===== config.mk =====
export PLATFORM = sky130hd
export DESIGN_NAME = rsa_cmd_ctrl
export DESIGN_NICKNAME = d
export VERILOG_FILES = /design/src/rtl/rsa_ctrl_pkg.sv /design/src/rtl/rsa_cycle_counter.sv /design/src/rtl/rsa_cmd_ctrl.sv
export SDC_FILE = /design/constraint.sdc
export NUM_CORES = 1
export LEC_CHECK = 0
export CAP_MARGIN = 20
export CELL_PAD_IN_SITES_DETAIL_PLACEMENT = 1
export CELL_PAD_IN_SITES_GLOBAL_PLACEMENT = 2
export CORE_MARGIN = 2
export CORE_UTILIZATION = 30
export DETAILED_ROUTE_END_ITERATION = 7
export PLACE_DENSITY_LB_ADDON = 0.1
export SKIP_LAST_GASP = 1
export SLEW_MARGIN = 20
export SYNTH_ARGS = -nofsm -noshare
export SYNTH_HDL_FRONTEND = slang
export SYNTH_SLANG_ARGS = --single-unit
export TNS_END_PERCENT = 1

===== constraint.sdc =====
create_clock -name clk -period 3.3 [get_ports clk]
set_input_delay 0.99 -clock clk [delete_from_list [all_inputs] [get_ports clk]]
set_output_delay 0.99 -clock clk [all_outputs]
set_load 0.05 [all_outputs]

===== src/rtl/rsa_ctrl_pkg.sv =====
// Shared definitions for the RSA command controller: state encoding and
// default sizing of the run-cycle counter and timeout.
package rsa_ctrl_pkg;

  typedef enum logic [1:0] {
    ST_IDLE   = 2'd0,
    ST_LAUNCH = 2'd1,
    ST_RUN    = 2'd2,
    ST_ABORT  = 2'd3
  } ctrl_state_t;

  localparam int          DEF_CNT_W   = 16;
  localparam int unsigned DEF_TIMEOUT = 32'h0000_FFFF;

endpackage


===== src/rtl/rsa_cycle_counter.sv =====
// Run-cycle counter with synchronous clear and count enable. It does not
// saturate; the controller stops incrementing before the timeout limit, so
// the count can never wrap.
module rsa_cycle_counter #(
  parameter int CNT_W = 16
) (
  input  logic             clk,
  input  logic             rstb,
  input  logic             clr,
  input  logic             en,
  output logic [CNT_W-1:0] count
);

  // Count register: clear wins over increment, otherwise hold.
  always_ff @(posedge clk) begin
    // NOTE: state registers use non-blocking assignments so every flop
    // samples pre-edge values, independent of block evaluation order.
    if (!rstb) begin
      count <= '0;
    end else if (clr) begin
      count <= '0;
    end else if (en) begin
      count <= count + 1'b1;
    end
  end

endmodule


===== src/rtl/rsa_cmd_ctrl.sv =====
// Command controller for the RSA engine. Merges GPIO and SPI start/stop
// pulses, launches the engine, tracks how long it runs and ends every run
// with exactly one of done / abort / timeout recorded in sticky flags.
module rsa_cmd_ctrl
  import rsa_ctrl_pkg::*;
#(
  parameter int          CNT_W   = DEF_CNT_W,
  parameter int unsigned TIMEOUT = DEF_TIMEOUT
) (
  input  logic             clk,
  input  logic             rstb,
  input  logic             ena,
  input  logic             gpio_start_cmd,
  input  logic             gpio_stop_cmd,
  input  logic             spi_start_cmd,
  input  logic             spi_stop_cmd,
  input  logic             eng_done,
  output logic             eng_start,
  output logic             eng_abort,
  output logic             busy,
  output logic             done_flag,
  output logic             abort_flag,
  output logic             timeout_flag,
  output logic [CNT_W-1:0] run_cycles
);

  // Last count value allowed in RUN; reaching it forces an abort.
  localparam logic [CNT_W-1:0] LAST_CNT = CNT_W'(TIMEOUT - 1);

  ctrl_state_t state;

  logic start;
  logic stop;
  logic at_limit;
  logic launch_go;
  logic run_inc;

  assign start    = gpio_start_cmd | spi_start_cmd;
  assign stop     = gpio_stop_cmd  | spi_stop_cmd;
  assign at_limit = (run_cycles == LAST_CNT);

  // A new run clears the counter on the same edge that enters LAUNCH; the
  // counter advances only on RUN cycles that do not exit RUN, so the final
  // value equals the index of the exit cycle and tops out at TIMEOUT-1.
  assign launch_go = ena && (state == ST_IDLE) && start && !stop;
  assign run_inc   = ena && (state == ST_RUN) && !eng_done && !stop && !at_limit;

  rsa_cycle_counter #(
    .CNT_W (CNT_W)
  ) u_cycle_counter (
    .clk   (clk),
    .rstb  (rstb),
    .clr   (launch_go),
    .en    (run_inc),
    .count (run_cycles)
  );

  // Control FSM with registered pulse, busy and sticky flag outputs.
  always_ff @(posedge clk) begin
    if (!rstb) begin
      // NOTE: reset drops straight to IDLE without an abort pulse; the engine
      // shares this reset and needs no separate abort.
      state        <= ST_IDLE;
      eng_start    <= 1'b0;
      eng_abort    <= 1'b0;
      busy         <= 1'b0;
      done_flag    <= 1'b0;
      abort_flag   <= 1'b0;
      timeout_flag <= 1'b0;
    end else if (!ena) begin
      eng_start <= 1'b0;
      eng_abort <= 1'b0;
    end else begin
      eng_start <= 1'b0;
      eng_abort <= 1'b0;
      case (state)
        ST_IDLE: begin
          if (start && !stop) begin
            state        <= ST_LAUNCH;
            eng_start    <= 1'b1;
            busy         <= 1'b1;
            done_flag    <= 1'b0;
            abort_flag   <= 1'b0;
            timeout_flag <= 1'b0;
          end
        end
        ST_LAUNCH: begin
          state <= ST_RUN;
        end
        ST_RUN: begin
          if (eng_done) begin
            state     <= ST_IDLE;
            busy      <= 1'b0;
            done_flag <= 1'b1;
          end else if (stop) begin
            state      <= ST_ABORT;
            eng_abort  <= 1'b1;
            abort_flag <= 1'b1;
          end else if (at_limit) begin
            state        <= ST_ABORT;
            eng_abort    <= 1'b1;
            timeout_flag <= 1'b1;
          end
        end
        ST_ABORT: begin
          state <= ST_IDLE;
          busy  <= 1'b0;
        end
        default: begin
          state <= ST_IDLE;
          busy  <= 1'b0;
        end
      endcase
    end
  end

endmodule


==> results of run 1 <==
==> how the worst max path moves through the flow <==
stage	from	endpoint	slack (ns)	cells past startpoint
after detailed placement	spi_stop_cmd	u_cycle_counter.count[9]	0.36	5
after global placement	spi_stop_cmd	u_cycle_counter.count[9]	0.40	5
after CTS	spi_stop_cmd	u_cycle_counter.count[9]	0.63	5
after global routing	spi_stop_cmd	u_cycle_counter.count[11]	0.52	5
final	spi_stop_cmd	u_cycle_counter.count[9]	0.63	5
after floorplan	spi_stop_cmd	u_cycle_counter.count[9]	0.94	4
==> state kept, by name, summed over array words and instances (netlist names) <==
signal                 count
u_cycle_counter.count     16
state                      2
abort_flag                 1
busy                       1
done_flag                  1
eng_abort                  1
eng_start                  1
timeout_flag               1
==> synthesized netlist by cell type (3+ instances only) <==
| master | instances |
|---|---|
| dfxtp_1 | 24 |
| a21oi_1 | 18 |
| nand2_1 | 18 |
| o31ai_1 | 9 |
| or4_1 | 9 |
| nand3_1 | 8 |
| inv_1 | 7 |
| mux2i_1 | 4 |
| nand2b_1 | 4 |
| nor2_1 | 4 |
| a21o_1 | 3 |
| nor2b_1 | 3 |
| o21ai_0 | 3 |
==> layout make-up <==
type,instances,area [um^2]
clock buffer,3,41.3
fill,472,2360
inverter,7,26.3
multi-input combinational,110,712
sequential,24,480
tap,50,62.6
timing repair buffer,33,320
==> logic make-up (layout without fill, tap and decap cells) <==
family | count (synthesis) | count (layout) | synth area share [%]
adders and majority gates | 2 | 2 | 2.02
and+or+nand+nor | 61 | 61 | 30.4
muxes | 4 | 4 | 3.23
AOI/OAI and AO/OA | 43 | 43 | 21.8
DFF | 24 | 24 | 38.7
buffers and inverters | 12 | 43 | 3.83
==> through the flow <==
step | setup slack, ns | power [mW]
5_1_grt | 0.524 | 0.547
3_3_place_gp | 0.405 | 0.354
6_report | 0.635 | 0.523
4_1_cts | 0.627 | 0.530
2_1_floorplan | 0.944 | 0.331
3_5_place_dp | 0.357 | 0.355
==> worst register-to-register path: stages, from the launching register on <==
cell       delay (ns)
dfxtp_1          0.43
inv_1            0.09
ha_1             0.22
nand2_1          0.10
o2111ai_1        0.30
or4_1            0.56
a21oi_1          0.14
==> layout by cell type, fill, tap and decap left out, types with 3 or more instances in the layout <==
cell	synthesis	routed
a21o_1	3	3
a21oi_1	18	18
buf_4	0	4
clkbuf_8	0	3
clkdlybuf4s50_1	0	29
dfxtp_1	24	24
inv_1	7	7
mux2i_1	4	4
nand2_1	18	18
nand2b_1	4	4
nand3_1	8	8
nor2_1	4	4
nor2b_1	3	3
o21ai_0	3	3
o31ai_1	9	9
or4_1	9	9
==> power groups by stage <==
stage / Sequential, mW / Clock (mW) / Combinational, mW
after floorplan: 0.310 / 0 / 0.0212
after CTS: 0.296 / 0.182 / 0.0525
after global routing: 0.296 / 0.194 / 0.0562
after global placement: 0.302 / 0 / 0.0515
final: 0.295 / 0.175 / 0.0519
after detailed placement: 0.302 / 0 / 0.0523
==> layer usage <==
metal	part of all wire [%]	track usage [%]
met1	47	21.2
met3	3.3	2.30
met5	0	0
met2	49	26.2
met4	0.83	4.50
==> flow_metrics.py, run 1 <==
metrics = {
    "power_and_ir_drop": {
        "leakage_nw": 0.532,
        "power_switching_share_pct": 24.3,
        "p_int_mw": 0.396,
        "power_switching_mw": 0.127,
        "peakVddDrop_mv": 0.174,
        "sequentialPowerShare_pct": 56.5,
        "power_frac_comb_pct": 9.9,
        "power_density_mw_per_mm2": 318,
        "p_clk_share_pct": 33.5,
    },
    "die": {
        "die_h_um": 68.3,
        "pin_count": 30,
        "start_util_pct": 31.0,
        "die_area_mm2": 0.00466,
        "die_x_um": 68.3,
        "fp.coreArea_mm2": 0.00400,
        "core.rowCount": 23,
    },
    "timing": {
        "worstMarginPinSlew_ns": 0.761,
        "hold_viol_final": 0,
        "finalClockSkew_ns": 0.00300,
        "fin_crit_sh_pct": 80.8,
        "hold_ws_ns": 0.473,
        "finalMaxSlewViolations": 0,
        "finalSetupViolations": 0,
        "slew-limit-headroom_pct": 49.0,
        "max_freq_mhz": 375,
        "rsz0062_at_grt": "no",
        "tns_ns": 0,
        "post-route-min-period_ns": 2.67,
    },
    "grt": {
        "grt_max_degree": 20,
        "grt_overflow": 0,
        "grt_first_pass_wirelength_mm": 5.59,
        "antenna_found_initial": 0,
        "grt_pass1_vias": 1112,
        "grt.total_usage_pct": 15.8,
    },
    "worst_setup_path": {
        "crit_chain": "clkdlybuf4s50_1 -> nor4b_4 -> nand4_4 -> or4_1 -> a21oi_1",
        "crit_path_end_kind": "register",
        "crit_required_ns": 3.50,
        "cpPeakStageDelay_ns": 0.55,
        "crit_family": "simple AND/OR/NAND/NOR gates",
        "critPathArrivalTime_ns": 2.87,
        "worstPathMaxFanout": 10,
        "rr_startpoint": "u_cycle_counter.count[0]",
        "r2r-end": "u_cycle_counter.count[14]",
        "critical_path_class": "in2reg",
        "cpMaxStageDelayCell": "or4_1",
        "r2r.worst_path.cells": 6,
        "rrSetupSlack_ns": 1.40,
        "crit_buf_inv": 1,
        "cp-start-kind": "input pin",
    },
    "cts": {
        "postCtsSetupBuffers": 0,
        "clockRootBuffer": "clkbuf_8",
        "cts_resized": 0,
        "hold_buffers": 0,
        "clk_latency_ns": 0.26,
        "cts_buffers": 3,
        "cts.sinks": 24,
        "htree_num_levels": 1,
        "cts_buffer_depth": 2,
        "clk_pin_slew_ns": 0.09,
        "cts_tree": "yes",
    },
    "synthesis": {
        "synth_area_leaders": "dfxtp_1 39%, a21oi_1 7.3%, nand2_1 5.4%, o31ai_1 5.4%, or4_1 5.4%",
        "synth.top_cell.area_share_pct": 38.7,
        "synth_cell_type_count": 35,
        "ys_warn_count": 0,
        "syn_avg_cell_area_um2": 8.49,
        "syn_area_mm2": 0.00124,
        "ys_seq_area_share_pct": 38.7,
        "synth_enable_flop_cells": 0,
        "async_reset_ff_share_pct": 0,
        "ys_ff_latch": 24,
        "syn-num-nets": 156,
        "synth_flop_cell": "dfxtp_1",
        "postSynthCellCount": 146,
        "yosysTopAreaCell": "dfxtp_1",
    },
    "placed_design": {
        "place.gp.congestion": 0.788,
        "placed_cell_area_mm2": 0.00160,
        "port_buffers": 29,
        "place_inst": 224,
        "dp_hpwl_mm": 2.48,
    },
    "run": {
        "drv_cap": 0,
    },
    "cells_and_area": {
        "final_cell_area_mm2": 0.00164,
        "synthToLayoutAreaGrowth_pct": 32.5,
        "utilization_pct": 41.1,
        "drive_gt1_share_pct": 6.78,
        "fin_cells": 227,
        "num_antenna_cells": 0,
        "finalNetCount": 189,
    },
    "hold_path": {
        "hp-class": "reg2reg",
        "min_path_cells": 2,
        "hp-start": "timeout_flag",
        "min_to": "timeout_flag",
    },
    "drt": {
        "wl_per_cell_um": 14.4,
        "ant_nets": 0,
        "vias": 1229,
        "drc_errors": 0,
        "wirelength_mm": 3.27,
        "firstDrtPassIters": 4,
        "drtIter0Drc": 40,
        "routed_via_density": 5.41,
    },
    "run_status": {
        "status": "finished, final reports clean",
    },
}
Note: power is estimated with default switching activity, not from simulation.
==> run 2, diff against run 1 <==
--- a/config.mk
+++ b/config.mk
@@ -9,7 +9,7 @@
 export CELL_PAD_IN_SITES_DETAIL_PLACEMENT = 1
 export CELL_PAD_IN_SITES_GLOBAL_PLACEMENT = 2
 export CORE_MARGIN = 2
-export CORE_UTILIZATION = 30
+export CORE_UTILIZATION = 25
 export DETAILED_ROUTE_END_ITERATION = 7
 export PLACE_DENSITY_LB_ADDON = 0.1
 export SKIP_LAST_GASP = 1
==> constraint.sdc (replaced) <==
create_clock -name clk -period 2.28 [get_ports clk]
set_input_delay 0.684 -clock clk [delete_from_list [all_inputs] [get_ports clk]]
set_output_delay 0.684 -clock clk [all_outputs]
set_load 0.05 [all_outputs]
==> flow_metrics.py, run 2 (same netlist as run 1, synthesis figures left out) <==
metrics = {
    "run_status": {
        "status": "finished, final reports clean",
    },
    "cts": {
        "cts_buffer_depth": 2,
        "clockRootBuffer": "clkbuf_8",
        "htree_num_levels": 1,
        "postCtsSetupBuffers": 0,
        "cts.sinks": 24,
        "clk_latency_ns": 0.27,
        "cts_resized": 0,
        "cts_tree": "yes",
        "hold_buffers": 0,
        "cts_buffers": 3,
        "clk_pin_slew_ns": 0.09,
    },
    "cells_and_area": {
        "finalNetCount": 206,
        "final_cell_area_mm2": 0.00179,
        "regMostFlops": "u_cycle_counter.count",
        "drive_gt1_share_pct": 19.5,
        "final_cell_mix": "28 x buf_4, 24 x dfxtp_1, 22 x clkdlybuf4s50_1",
        "largest_register_ffs": 16,
        "num_antenna_cells": 0,
        "synthToLayoutAreaGrowth_pct": 44.7,
        "fin_cells": 262,
        "top_regs": "u_cycle_counter.count x16, state x2",
        "final_common_cell": "buf_4",
        "utilization_pct": 37.7,
    },
    "grt": {
        "grt_overflow": 0,
        "grt_max_degree": 20,
        "antenna_found_initial": 0,
        "grt.total_usage_pct": 13.9,
        "grt_first_pass_wirelength_mm": 6.07,
        "grt_pass1_vias": 1275,
    },
    "run": {
        "drv_cap": 0,
    },
    "timing": {
        "finalMaxSlewViolations": 0,
        "finalClockSkew_ns": 0.00406,
        "finalSetupViolations": 0,
        "fin_crit_sh_pct": 98.3,
        "post-route-min-period_ns": 2.24,
        "rsz0062_at_grt": "yes",
        "tns_ns": 0,
        "slew-limit-headroom_pct": 61.2,
        "layout_setup_ws_ns": 0.0397,
        "max_freq_mhz": 446,
        "hold_viol_final": 0,
        "hold_ws_ns": 0.466,
        "worstMarginPinSlew_ns": 0.582,
    },
    "worst_setup_path": {
        "cpPeakStageDelay_ns": 0.85,
        "crit_required_ns": 1.60,
        "crit_chain": "clkdlybuf4s50_1",
        "r2r.worst_path.cells": 6,
        "rr_startpoint": "u_cycle_counter.count[0]",
        "worstSetupStartpoint": "u_cycle_counter.count[8]",
        "crit_family": "buffers and inverters",
        "critPathArrivalTime_ns": 1.56,
        "crit_buf_inv": 1,
        "critical_path_class": "reg2out",
        "r2r-end": "u_cycle_counter.count[14]",
        "cp-start-kind": "register",
        "worstPathMaxFanout": 6,
        "cpMaxStageDelayCell": "clkdlybuf4s50_1",
        "rrSetupSlack_ns": 0.40,
        "crit_path_end_kind": "output port",
    },
    "placed_design": {
        "place_inst": 258,
        "dp_hpwl_mm": 2.75,
        "place.gp.congestion": 0.824,
        "placed_cell_area_mm2": 0.00173,
        "port_buffers": 29,
        "pre_cts_ws_ns": -0.240,
    },
    "hold_path": {
        "hp-start": "timeout_flag",
        "min_path_cells": 2,
        "min_to": "timeout_flag",
        "hp-class": "reg2reg",
    },
    "power_and_ir_drop": {
        "sequentialPowerShare_pct": 52.5,
        "power_switching_share_pct": 23.9,
        "leakage_nw": 0.633,
        "power_density_mw_per_mm2": 454,
        "power_switching_mw": 0.195,
        "power_frac_comb_pct": 10.9,
        "p_total_mw": 0.814,
        "p_int_mw": 0.619,
        "p_clk_share_pct": 36.6,
        "peakVddDrop_mv": 0.240,
    },
    "drt": {
        "routed_via_density": 4.99,
        "wirelength_mm": 3.57,
        "drtIter0Drc": 40,
        "ant_nets": 0,
        "drc_errors": 0,
        "firstDrtPassIters": 4,
        "vias": 1308,
        "wl_per_cell_um": 13.6,
    },
    "die": {
        "start_util_pct": 26.1,
        "core.rowCount": 25,
        "die_h_um": 74.4,
        "fp.coreArea_mm2": 0.00475,
        "pin_count": 30,
        "die_area_mm2": 0.00554,
        "die_x_um": 74.4,
    },
}
-- run 2: metal layers --
layer	vias up	wire, um	global-route usage (%)
met2	26	1750	23.8
met5	-	0	0
met3	4	129	2.44
met1	632	1650	18.0
li1	646	-	-
met4	0	38	4.17
-- run 2: worst max-delay path by stage --
stage	endpoint	slack, ns	depth (start not counted)
2_1_floorplan	u_cycle_counter.count[9]	0.15	5
3_3_place_gp	u_cycle_counter.count[9]	-0.18	6
3_5_place_dp	u_cycle_counter.count[9]	-0.24	6
4_1_cts	run_cycles[8]	0.04	1
5_1_grt	u_cycle_counter.count[11]	-0.06	6
6_report	run_cycles[8]	0.04	1
-- run 2: area by class of cell --
class / count / area [um^2]
Clock buffer: 4 / 55.1
Fill cell: 599 / 2960
Inverter: 7 / 26.3
Multi-Input combinational cell: 110 / 718
Sequential cell: 24 / 480
Tap cell: 67 / 83.8
Timing Repair Buffer: 50 / 430
-- run 2: power groups by stage --
stage | registers [mW] | logic [mW] | clock network (mW)
after global routing | 0.429 | 0.0967 | 0.325
final | 0.428 | 0.0890 | 0.298
after CTS | 0.428 | 0.0890 | 0.310
after floorplan | 0.448 | 0.0307 | 0
after detailed placement | 0.438 | 0.0889 | 0
after global placement | 0.438 | 0.0879 | 0
-- run 2: worst register-to-register path, delay by kind of cell (launching register included) --
| family | cells | cell delay (ns) |
|---|---|---|
| and+or+nand+nor | 2 | 0.65 |
| DFF | 1 | 0.44 |
| AOI/OAI and AO/OA | 2 | 0.43 |
| adders and majority gates | 1 | 0.21 |
| buffers and inverters | 1 | 0.08 |
==> run 3, diff against run 2 <==
--- a/config.mk
+++ b/config.mk
@@ -12,6 +12,7 @@
 export CORE_UTILIZATION = 25
 export DETAILED_ROUTE_END_ITERATION = 7
 export PLACE_DENSITY_LB_ADDON = 0.1
+export SETUP_SLACK_MARGIN = 0.2
 export SKIP_LAST_GASP = 1
 export SLEW_MARGIN = 20
 export SYNTH_ARGS = -nofsm -noshare
==> flow_metrics.py, run 3 (same netlist as run 1, synthesis figures left out) <==
metrics = {
    "placed_design": {
        "placed_cell_area_mm2": 0.00173,
        "place.gp.congestion": 0.805,
        "place_inst": 256,
        "port_buffers": 29,
        "dp_hpwl_mm": 2.79,
    },
    "power_and_ir_drop": {
        "leakage_nw": 0.665,
        "power_density_mw_per_mm2": 449,
        "peakVddDrop_mv": 0.202,
    },
    "timing": {
        "worstMarginPinSlew_ns": 0.597,
        "finalClockSkew_ns": 0.00240,
        "post-route-min-period_ns": 2.20,
        "rsz0062_at_grt": "yes",
        "slew-limit-headroom_pct": 60.2,
        "hold_ws_ns": 0.477,
        "tns_ns": 0,
        "hold_viol_final": 0,
        "max_freq_mhz": 455,
        "finalSetupViolations": 0,
        "fin_crit_sh_pct": 96.5,
        "finalMaxSlewViolations": 0,
    },
    "cells_and_area": {
        "synthToLayoutAreaGrowth_pct": 47.1,
        "drive_gt1_share_pct": 21.5,
        "final_common_cell": "buf_4",
        "regMostFlops": "u_cycle_counter.count",
        "final_cell_area_mm2": 0.00182,
        "fin_cells": 262,
        "largest_register_ffs": 16,
        "fill_cells": 593,
        "num_antenna_cells": 0,
        "final_cell_mix": "25 x buf_4, 21 x clkdlybuf4s50_1, 20 x dfxtp_1",
        "top_regs": "u_cycle_counter.count x16, state x2",
        "finalNetCount": 206,
    },
    "cts": {
        "cts_tree": "yes",
        "clockRootBuffer": "clkbuf_8",
        "cts_buffer_depth": 2,
        "cts_buffers": 3,
        "htree_num_levels": 1,
        "cts.sinks": 24,
        "clk_latency_ns": 0.27,
        "clk_pin_slew_ns": 0.09,
    },
    "worst_setup_path": {
        "cpPeakStageDelay_ns": 0.84,
        "rrSetupSlack_ns": 0.38,
        "worstPathMaxFanout": 6,
        "critPathArrivalTime_ns": 1.52,
        "r2r-end": "u_cycle_counter.count[14]",
        "cp-start-kind": "register",
        "crit_required_ns": 1.60,
        "r2r.worst_path.cells": 6,
        "cpMaxStageDelayCell": "clkdlybuf4s50_1",
        "crit_family": "buffers and inverters",
        "crit_path_end_kind": "output port",
        "rr_startpoint": "u_cycle_counter.count[0]",
        "critical_path_class": "reg2out",
        "crit_chain": "clkdlybuf4s50_1",
        "crit_buf_inv": 1,
    },
    "hold_path": {
        "hp-class": "reg2reg",
        "min_path_cells": 2,
        "hp-start": "busy",
        "min_to": "busy",
    },
    "grt": {
        "grt_first_pass_wirelength_mm": 6.29,
        "grt_pass1_vias": 1348,
        "antenna_found_initial": 0,
        "grt.total_usage_pct": 14.6,
        "grt_overflow": 0,
        "grt_max_degree": 20,
    },
    "drt": {
        "drtIter0Drc": 50,
        "routed_via_density": 4.97,
        "firstDrtPassIters": 4,
        "drc_errors": 0,
        "ant_nets": 0,
        "wirelength_mm": 3.63,
        "wl_per_cell_um": 13.9,
        "vias": 1302,
    },
    "die": {
        "die_x_um": 74.4,
        "start_util_pct": 26.1,
        "core.rowCount": 25,
        "fp.coreArea_mm2": 0.00475,
        "die_area_mm2": 0.00554,
        "die_h_um": 74.4,
        "pin_count": 30,
    },
    "run_status": {
        "status": "finished, final reports clean",
    },
    "run": {
        "drv_cap": 0,
    },
}
==> run 3: cell types whose count changed in the layout (fill, tap and decap cells not counted), moves of 2 or more <==
cell	before	now
buf_4	28	25
dfxtp_1	24	20
dfxtp_2	0	4
dlygate4sd2_1	0	2
==> run 3: metrics by stage <==
| stage | utilization (%) | setup slack (ns) | total power, mW |
|---|---|---|---|
| finish | 38.4 | 0.0809 | 0.819 |
| global route | 38.4 | 0.0276 | 0.856 |
| CTS | 37.9 | 0.0618 | 0.827 |
| detailed placement | 36.3 | -0.286 | 0.526 |
| global placement | 36.3 | -0.183 | 0.525 |
| floorplan | - | 0.199 | 0.479 |
==> run 3: how the worst max path moves through the flow <==
stage                                           end                      start  slack, ns  cells past startpoint
final                                run_cycles[12]  u_cycle_counter.count[12]       0.08                      1
after detailed placement   u_cycle_counter.count[9]               spi_stop_cmd      -0.29                      6
after CTS                             run_cycles[9]   u_cycle_counter.count[9]       0.06                      1
after floorplan            u_cycle_counter.count[1]  u_cycle_counter.count[12]       0.20                      5
after global routing       u_cycle_counter.count[9]                        ena       0.03                      6
after global placement    u_cycle_counter.count[11]               spi_stop_cmd      -0.18                      6
==> run 3: report_power, final <==
| part | switching, mW | leakage (nW) | internal, mW | total (mW) |
|---|---|---|---|---|
| logic | 0.0475 | 0.440 | 0.0425 | 0.0901 |
| clock network | 0.147 | 0.0288 | 0.154 | 0.301 |
| registers | 0.00465 | 0.196 | 0.423 | 0.428 |
==> run 3: routing by layer <==
layer	vias to the layer above	GRT usage (%)	part of all wire, %
li1	650	-	-
met1	630	18.8	47
met2	20	24.9	50
met3	2	2.30	2.8
met4	0	4.76	0.72
met5	-	0	0
==> run 3: repair_timing <==
action                     CTS  global route
setup endpoints to repair   32            34
pin swaps                    1             0
buffers inserted             2             0
gates resized for setup      4             4
hold buffers                 0             0
==> run 3: cell type report <==
| class | count | area, um^2 | area share (%) |
|---|---|---|---|
| Clock buffer | 4 | 55.1 | 3.02 |
| Multi-Input combinational cell | 110 | 734 | 40.3 |
| Inverter | 7 | 26.3 | 1.44 |
| Tap cell | 67 | 83.8 | 4.60 |
| Timing Repair Buffer | 50 | 439 | 24.1 |
| Sequential cell | 24 | 485 | 26.6 |
